## config.mk

```make
export PLATFORM = sky130hd
export DESIGN_NAME = mmio_uart_tx
export DESIGN_NICKNAME = d
export VERILOG_FILES = /design/src/rtl/mmio_uart_tx.sv
export SDC_FILE = /design/constraint.sdc
export NUM_CORES = 1
export LEC_CHECK = 0
export ABC_AREA = 1
export BUFFER_PORTS_ARGS = -buffer_cell sky130_fd_sc_hd__buf_2
export CAP_MARGIN = 20
export CORE_MARGIN = 5
export CORE_UTILIZATION = 56
export DETAILED_ROUTE_END_ITERATION = 6
export GPL_TIMING_DRIVEN = 0
export PLACE_DENSITY_LB_ADDON = 0.08
export SLEW_MARGIN = 10
export SYNTH_ARGS = -nofsm -noshare
export SYNTH_HDL_FRONTEND = slang
export SYNTH_SLANG_ARGS = --single-unit
```

## constraint.sdc

```tcl
create_clock -name clk -period 4.45 [get_ports clk]
set_input_delay 0.445 -clock clk [delete_from_list [all_inputs] [get_ports clk]]
set_output_delay 0.445 -clock clk [all_outputs]
set_load 0.03 [all_outputs]
```

## src/rtl/mmio_uart_tx.sv

```systemverilog
// Memory-mapped 8N1 UART transmitter with a TX FIFO and a drain interrupt.
// Register map by address[3:2]: 0 TXDATA, 1 STATUS, 2 BAUDDIV, 3 CTRL.
//
// Bus handshake: write_enable is a single-cycle strobe already qualified by
// the upstream window decode. Every strobed cycle is accepted on that clk
// edge; there is no back-pressure. A TXDATA push into a full FIFO is dropped
// and recorded in the sticky overflow flag. Reads are combinational, have no
// side effects, and are valid in the same cycle as the address.
module mmio_uart_tx #(
   parameter int          FIFO_DEPTH  = 8,
   parameter logic [15:0] DEFAULT_DIV = 16'd867
) (
   input  logic        clk,
   input  logic        rst,
   input  logic [31:0] address,
   input  logic [31:0] write_data,
   input  logic        write_enable,
   output logic [31:0] read_data,
   output logic        tx,
   output logic        irq
);

   localparam int PTR_W = $clog2(FIFO_DEPTH);
   localparam int CNT_W = PTR_W + 1;

   typedef enum logic [1:0] {IDLE, START, DATA, STOP} state_t;

   // FSM state is kept in a plain named register so checkers can bind to it
   state_t      state, state_next;
   logic [15:0] baud_cnt, baud_cnt_next;
   logic [2:0]  bit_idx, bit_idx_next;
   logic [7:0]  shift_reg, shift_reg_next;
   logic        tx_reg, tx_next;
   logic        pop;

   logic [7:0]       mem [FIFO_DEPTH];
   logic [PTR_W-1:0] wr_ptr, rd_ptr;
   logic [CNT_W-1:0] count;
   logic             overflow;
   logic [15:0]      bauddiv;
   logic             tx_enable, irq_enable;

   logic [1:0] sel;
   logic       push_req, push_ok, full, empty, busy;
   logic [7:0] head, count_byte;

   logic unused_bits;
   assign unused_bits = ^{address[31:4], address[1:0], write_data[31:16]};

   assign sel        = address[3:2];
   assign full       = (count == CNT_W'(FIFO_DEPTH));
   assign empty      = (count == '0);
   assign push_req   = write_enable && (sel == 2'd0);
   assign push_ok    = push_req && !full;
   assign head       = mem[rd_ptr];
   assign busy       = (state != IDLE);
   assign count_byte = 8'(count);
   assign tx         = tx_reg;
   assign irq        = irq_enable && empty && (state == IDLE);

   // FIFO storage: written only by accepted pushes, no reset needed
   always_ff @(posedge clk) begin
      if (push_ok) mem[wr_ptr] <= write_data[7:0];
   end

   // FIFO pointers, occupancy and sticky overflow flag
   always_ff @(posedge clk) begin
      if (!rst) begin
         wr_ptr   <= '0;
         rd_ptr   <= '0;
         count    <= '0;
         overflow <= 1'b0;
      end else begin
         if (push_ok) wr_ptr <= wr_ptr + PTR_W'(1);
         if (pop)     rd_ptr <= rd_ptr + PTR_W'(1);
         case ({push_ok, pop})
            2'b10:   count <= count + CNT_W'(1);
            2'b01:   count <= count - CNT_W'(1);
            default: count <= count;
         endcase
         if (push_req && full)
            overflow <= 1'b1;
         else if (write_enable && (sel == 2'd1) && write_data[3])
            overflow <= 1'b0;
      end
   end

   // Configuration registers: baud divisor and control bits
   always_ff @(posedge clk) begin
      if (!rst) begin
         bauddiv    <= DEFAULT_DIV;
         tx_enable  <= 1'b1;
         irq_enable <= 1'b0;
      end else if (write_enable) begin
         if (sel == 2'd2) bauddiv <= write_data[15:0];
         if (sel == 2'd3) begin
            tx_enable  <= write_data[0];
            irq_enable <= write_data[1];
         end
      end
   end

   // Serialiser state register; reset aborts any frame and idles the line
   always_ff @(posedge clk) begin
      if (!rst) begin
         state     <= IDLE;
         baud_cnt  <= '0;
         bit_idx   <= '0;
         shift_reg <= '0;
         tx_reg    <= 1'b1;
      end else begin
         state     <= state_next;
         baud_cnt  <= baud_cnt_next;
         bit_idx   <= bit_idx_next;
         shift_reg <= shift_reg_next;
         tx_reg    <= tx_next;
      end
   end

   // Serialiser next state; each bit lasts bauddiv+1 cycles, reloaded per bit
   always_comb begin
      state_next     = state;
      baud_cnt_next  = baud_cnt;
      bit_idx_next   = bit_idx;
      shift_reg_next = shift_reg;
      tx_next        = tx_reg;
      pop            = 1'b0;
      case (state)
         IDLE: begin
            tx_next = 1'b1;
            if (tx_enable && !empty) begin
               pop            = 1'b1;
               shift_reg_next = head;
               tx_next        = 1'b0;
               baud_cnt_next  = bauddiv;
               state_next     = START;
            end
         end
         START: begin
            if (baud_cnt == '0) begin
               tx_next       = shift_reg[0];
               bit_idx_next  = 3'd0;
               baud_cnt_next = bauddiv;
               state_next    = DATA;
            end else begin
               baud_cnt_next = baud_cnt - 16'd1;
            end
         end
         DATA: begin
            if (baud_cnt == '0) begin
               baud_cnt_next = bauddiv;
               if (bit_idx == 3'd7) begin
                  tx_next    = 1'b1;
                  state_next = STOP;
               end else begin
                  shift_reg_next = {1'b0, shift_reg[7:1]};
                  tx_next        = shift_reg[1];
                  bit_idx_next   = bit_idx + 3'd1;
               end
            end else begin
               baud_cnt_next = baud_cnt - 16'd1;
            end
         end
         STOP: begin
            if (baud_cnt == '0) begin
               if (tx_enable && !empty) begin
                  // back-to-back: next start bit follows the stop bit directly
                  pop            = 1'b1;
                  shift_reg_next = head;
                  tx_next        = 1'b0;
                  baud_cnt_next  = bauddiv;
                  state_next     = START;
               end else begin
                  tx_next    = 1'b1;
                  state_next = IDLE;
               end
            end else begin
               baud_cnt_next = baud_cnt - 16'd1;
            end
         end
         default: begin
            tx_next    = 1'b1;
            state_next = IDLE;
         end
      endcase
   end

   // Combinational register read mux
   always_comb begin
      read_data = '0;
      case (sel)
         2'd1: read_data = {16'd0, count_byte, 4'd0, overflow, empty, full, busy};
         2'd2: read_data = {16'd0, bauddiv};
         2'd3: read_data = {30'd0, irq_enable, tx_enable};
         default: read_data = '0;
      endcase
   end

endmodule

```

* Word level (Yosys, flattened, before mapping) *
Memory sizes are Yosys's and may differ from the RTL's. A register that Yosys moved wholly into a read port is not among the register bits.
Cells that the tools add are included.

storage, ports and cells
  output and inout port bits = 34
  register bits after elaboration = 59
  memories = 1
  logic and storage cells = 98
  memory bits (writable) = 64
  input bits = 67

memories
  memory  words  bits a word  rd ports  clocked after memory_dff  wr ports  line  RTL
  mem     8      8            1         1                         1         36    logic [7:0] mem [FIFO_DEPTH];

cells by class
  $add $sub $neg = 6
  muxes and demuxes = 37
  reduce and logical (&&, ||, !) cells = 26
  equal/unequal tests = 16

operator list
  cell                                                                   count
  16-bit case mux with 3 select lines                                    2
  16-bit two-way mux                                                     3
  8-bit two-way mux                                                      4
  8-bit case mux with 3 select lines                                     1
  16-bit zero test                                                       1
  16-bit by 1-bit subtractor with 16-bit output (second input constant)  1
  3-bit two-way mux                                                      5
  1-bit two-way mux                                                      12
  2-bit == test (second input constant)                                  5
  2-bit two-way mux                                                      5
  2-bit inequality test (second input constant)                          5
  3-bit by 1-bit adder with 3-bit output (second input constant)         3
  1-bit logical AND                                                      8
  2-bit case mux with 4 select lines                                     1
  4-bit case mux with 2 select lines                                     1
  4-bit AND reduction                                                    2
  2-bit nonzero test                                                     4
  2-bit by 1-bit == test with 1-bit output (second input constant)       3
  3-bit case mux with 2 select lines                                     1
  5-bit AND reduction                                                    1
  4-bit by 1-bit adder with 4-bit output (second input constant)         1
  4-bit == test (second input constant)                                  1
  2-bit zero test                                                        2
  4-bit zero test                                                        1
  other kinds (10)                                                       12

* Longest topological paths before layout *
  word-level depth = 8
  depth in mapped cells = 16
  gate-level depth less buffers = 16

* Worst setup path after synthesis *
Ideal clock, no wire load.

  path kind = register -> register
  start point = register state[0]
  end point = register count[2]
  arrival = 2.251 ns
  path slack = 2.083 ns
  cell stages (with the launch flop) = 14
  path buffers = 1
  path through = dfxtp_1 -> inv_1 -> ha_1 -> clkbuf_1 -> nor2_1 -> nand2_2 -> clkinv_2 -> ha_1 -> xor2_1 -> ha_1 -> a21oi_1 -> xnor2_1 -> o21ai_0 -> inv_1

between the ends
  word-level cells in the longest chain between the ends = 4

ends and longest elaborated chain
  what                                                                       line  RTL
  from (decl)                                                                29    state_t state, state_next;
  from (signal assigned)                                                     112   state <= state_next;
  2-bit == test or 2-bit zero test (tied branches)                           128   case (state)
  1-bit case mux with 2 select lines *                                       128
  via pop                                                                    34    logic pop;
  2-bit by 1-bit == test with 1-bit output or 2-bit == test (tied branches)  76    case ({push_ok, pop})
  4-bit case mux with 2 select lines or 2-bit nonzero test (tied branches)   --
  to (signal assigned)                                                       77    2'b10: count <= count + CNT_W'(1);
  to (signal assigned)                                                       78    2'b01: count <= count - CNT_W'(1);
  to (signal assigned)                                                       79    default: count <= count;
  to (decl)                                                                  38    logic [CNT_W-1:0] count;

The timed path passes the listed nets; every way through them passes the cells marked *.
A chain may end at the register's enable or synchronous reset.

* Final worst setup path *
  start point = register baud_cnt[0]
  end point = register count[3]

between the ends
  word-level cells in the longest chain between the ends = 5

ends and longest elaborated chain
  what                                                                       line  RTL
  from (decl)                                                                30    logic [15:0] baud_cnt, baud_cnt_next;
  from (signal assigned)                                                     113   baud_cnt <= baud_cnt_next;
  16-bit zero test *                                                         165   if (baud_cnt == '0) begin
  1-bit two-way mux *                                                        165
  1-bit case mux with 2 select lines *                                       128
  via pop                                                                    34
  2-bit by 1-bit == test with 1-bit output or 2-bit == test (tied branches)  76
  4-bit case mux with 2 select lines or 2-bit nonzero test (tied branches)   --

Marked as above.

==> results.toml <==
[outcome]
run_status = "finished clean"

[power]
fin_total_pwr_mw = 5.47
seq_power_share_pct = 28.0
pwr-share-comb_pct = 45.3
p_int_mw = 3.09
clkPwrFrac_pct = 26.6
max-vdd-ir-drop_v = 0.000440
cellPowerDensity_nw_per_um2 = 718
p_sw_mw = 2.38
switching_share_pct = 43.5
p_leak_nw = 3.45

[final_layout]
multiInputGateArea_um2 = 2780
fillers = 940
antenna_cells = 0
largest-register = "mem"
mostFrequentLayoutCells = "207 x nand2_1, 98 x inv_1, 85 x nor2_1, 84 x nand3_1, 75 x o21ai_0"
largest_register_ffs = 64
reg_top3 = "mem x64, baud_cnt x16, bauddiv x16"
drive_gt1_share_pct = 12.9
final_common_cell = "nand2_1"
final_nets = 997
syn_to_final_growth_pct = 16.1
seqCellArea_um2 = 3160

[yosys]
ys_ff_latch = 126
yosys_warnings = 0
netlist_area_um2 = 6560
ys_types = 34
avgSynthCellArea_um2 = 7.75
synth-async-reset-ratio_pct = 0
synth_edf_count = 64
syn_inst = 846
ys.flop_type = "edfxtp_1"
seq_area_frac_synth_pct = 48.3

[die]
die_h_um = 118
start_util_pct = 57.2
rows = 39
fp.dieW_um = 118
ios = 101
die-area_um2 = 14000
coreArea_um2 = 11500

[timing]
rsz0062_at_grt = "false"
skew_ns = 0.00773
fin_crit_ns = 3.07
worst_slew_pin_slew_ns = 0.791
fin_crit_sh_pct = 68.9
max_slew_margin_pct = 47.1
hold_viol = 0
fin_setup_tns_ns = 0
fin_ws_ns = 1.38
setup_viol = 0
final-max-slew-violation-count = 0
max_freq_mhz = 326

[worst_setup_path]
cp.arrival_ns = 3.42
crit_type = "reg2reg"
cp.required_ns = 4.80
worst_setup_path_end_kind = "register"
critPathLaunchType = "register"
cp_max_fo = 7

[placed_design]
gp_congestion = 0.951
port_buffers = 37
post-place-ws_ns = 1.49
hpwl_um = 12400

[route]
vias_per_cell = 5.58
wl_per_cell_um = 16.7
wl_um = 17900
drt_iter0_drc = 542
drcViolationCount = 0
vias = 5985
firstDrtPassIters = 5
final_antenna_net_count = 0

[clocking]
cts_tree = "done"
htreeDepth = 4
cts.path.max_buffers = 2
post_cts_buffers = 0
clock_sinks = 126
clk_pin_slew_worst_paths_ns = 0.06
cts-buffers-inserted = 17
postCtsHoldBufs = 0
insertion_delay_ns = 0.42
cts_resized = 0
clockRootBuffer = "clkbuf_16"

[job]
maxCapViolCount = 0

[grt]
grt_pass1_wl_um = 28600
antenna_found_initial = 0
grt_pass1_vias = 5756
grt_max_degree = 17
overflow = 0
grt.total_usage_pct = 25.6

[worst_hold_path]
min-delay-path-class = "in2reg"
## power by group through the flow
| stage | registers, mW | logic [mW] | clock network [mW] |
|---|---|---|---|
| 3_5_place_dp | 1.55 | 2.39 | 0 |
| 6_report | 1.53 | 2.48 | 1.46 |
| 5_1_grt | 1.56 | 2.75 | 1.52 |
| 2_1_floorplan | 1.53 | 1.81 | 0 |
| 4_1_cts | 1.53 | 2.42 | 1.46 |
| 3_3_place_gp | 1.55 | 2.30 | 0 |
## worst max-delay path, cell delays in order (launching register included)
cell and delay, ns:
dfxtp_1 0.31, inv_1 0.14, ha_1 0.26, nand3_4 0.15, nor2_1 0.45, nand4_1 0.20, nand2_1 0.17, nand2_2 0.10
clkinv_2 0.11, ha_1 0.24, xor2_1 0.27, nand3_1 0.13, a21oi_1 0.13, o21ai_0 0.12, nand2_1 0.07, nand2_1 0.04
nor2_1 0.11
## layer usage
metal / part of all wire, % / vias to the layer above / track usage [%]
met5: 0 / - / 0
met2: 44 / 295 / 38.6
met3: 10 / 35 / 6.02
met1: 44 / 2775 / 36.1
met4: 2.0 / 0 / 9.75
li1: - / 2880 / -
## per-stage QoR
stage	instances	util, %	instance area (um2)	hold WS, ns
after global placement	1041	60.8	6980	0.455
after global routing	1073	66.4	7610	0.272
final	1073	66.4	7610	0.273
after floorplan	861	-	6610	0.444
after CTS	1073	66.4	7610	0.259
after detailed placement	1041	60.8	6980	0.463
## final timing paths
| path | startpoint | to | slack, ns | cells after the start |
|---|---|---|---|---|
| min | write_data[8] | bauddiv[8] | 0.27 | 3 |
| max reg2reg | baud_cnt[0] | count[3] | 1.38 | 16 |
| max | baud_cnt[0] | count[3] | 1.38 | 16 |
| min reg2reg | shift_reg[6] | shift_reg[6] | 0.48 | 2 |
## cell type report
cell class                 instances  area share [%]
buffer                            50            3.57
clock buffer                      23            7.12
clock inverter                     9            1.22
inverter                         106            5.24
multi-input combinational        579            36.5
sequential                       126            41.6
tap                              143            2.35
timing repair buffer              37            2.43
## synthesized netlist by cell type (all sizes together) (3+ instances only)
library cell / number / area, um2
a21oi: 34 / 170
buf: 29 / 193
clkbuf: 21 / 78.8
dfxtp: 62 / 1240
edfxtp: 64 / 1920
ha: 13 / 163
inv: 104 / 390
nand2: 217 / 855
nand3: 85 / 438
nand4: 9 / 56.3
nor2: 90 / 365
o211ai: 13 / 97.6
o21ai: 78 / 390
o221ai: 3 / 26.3
o22ai: 5 / 31.3
xor2: 9 / 78.8
## cells by family after synthesis
logic type,share of synthesized area [%]
XOR/XNOR,1.34
flip-flops,48.3
adder cells (fa/ha/maj),2.48
AND/OR/NAND/NOR,26.6
AO/OA/AOI/OAI,11.1
other,0.0572
buffers and inverters,10.2
Note: power is estimated with default switching activity, not from simulation.
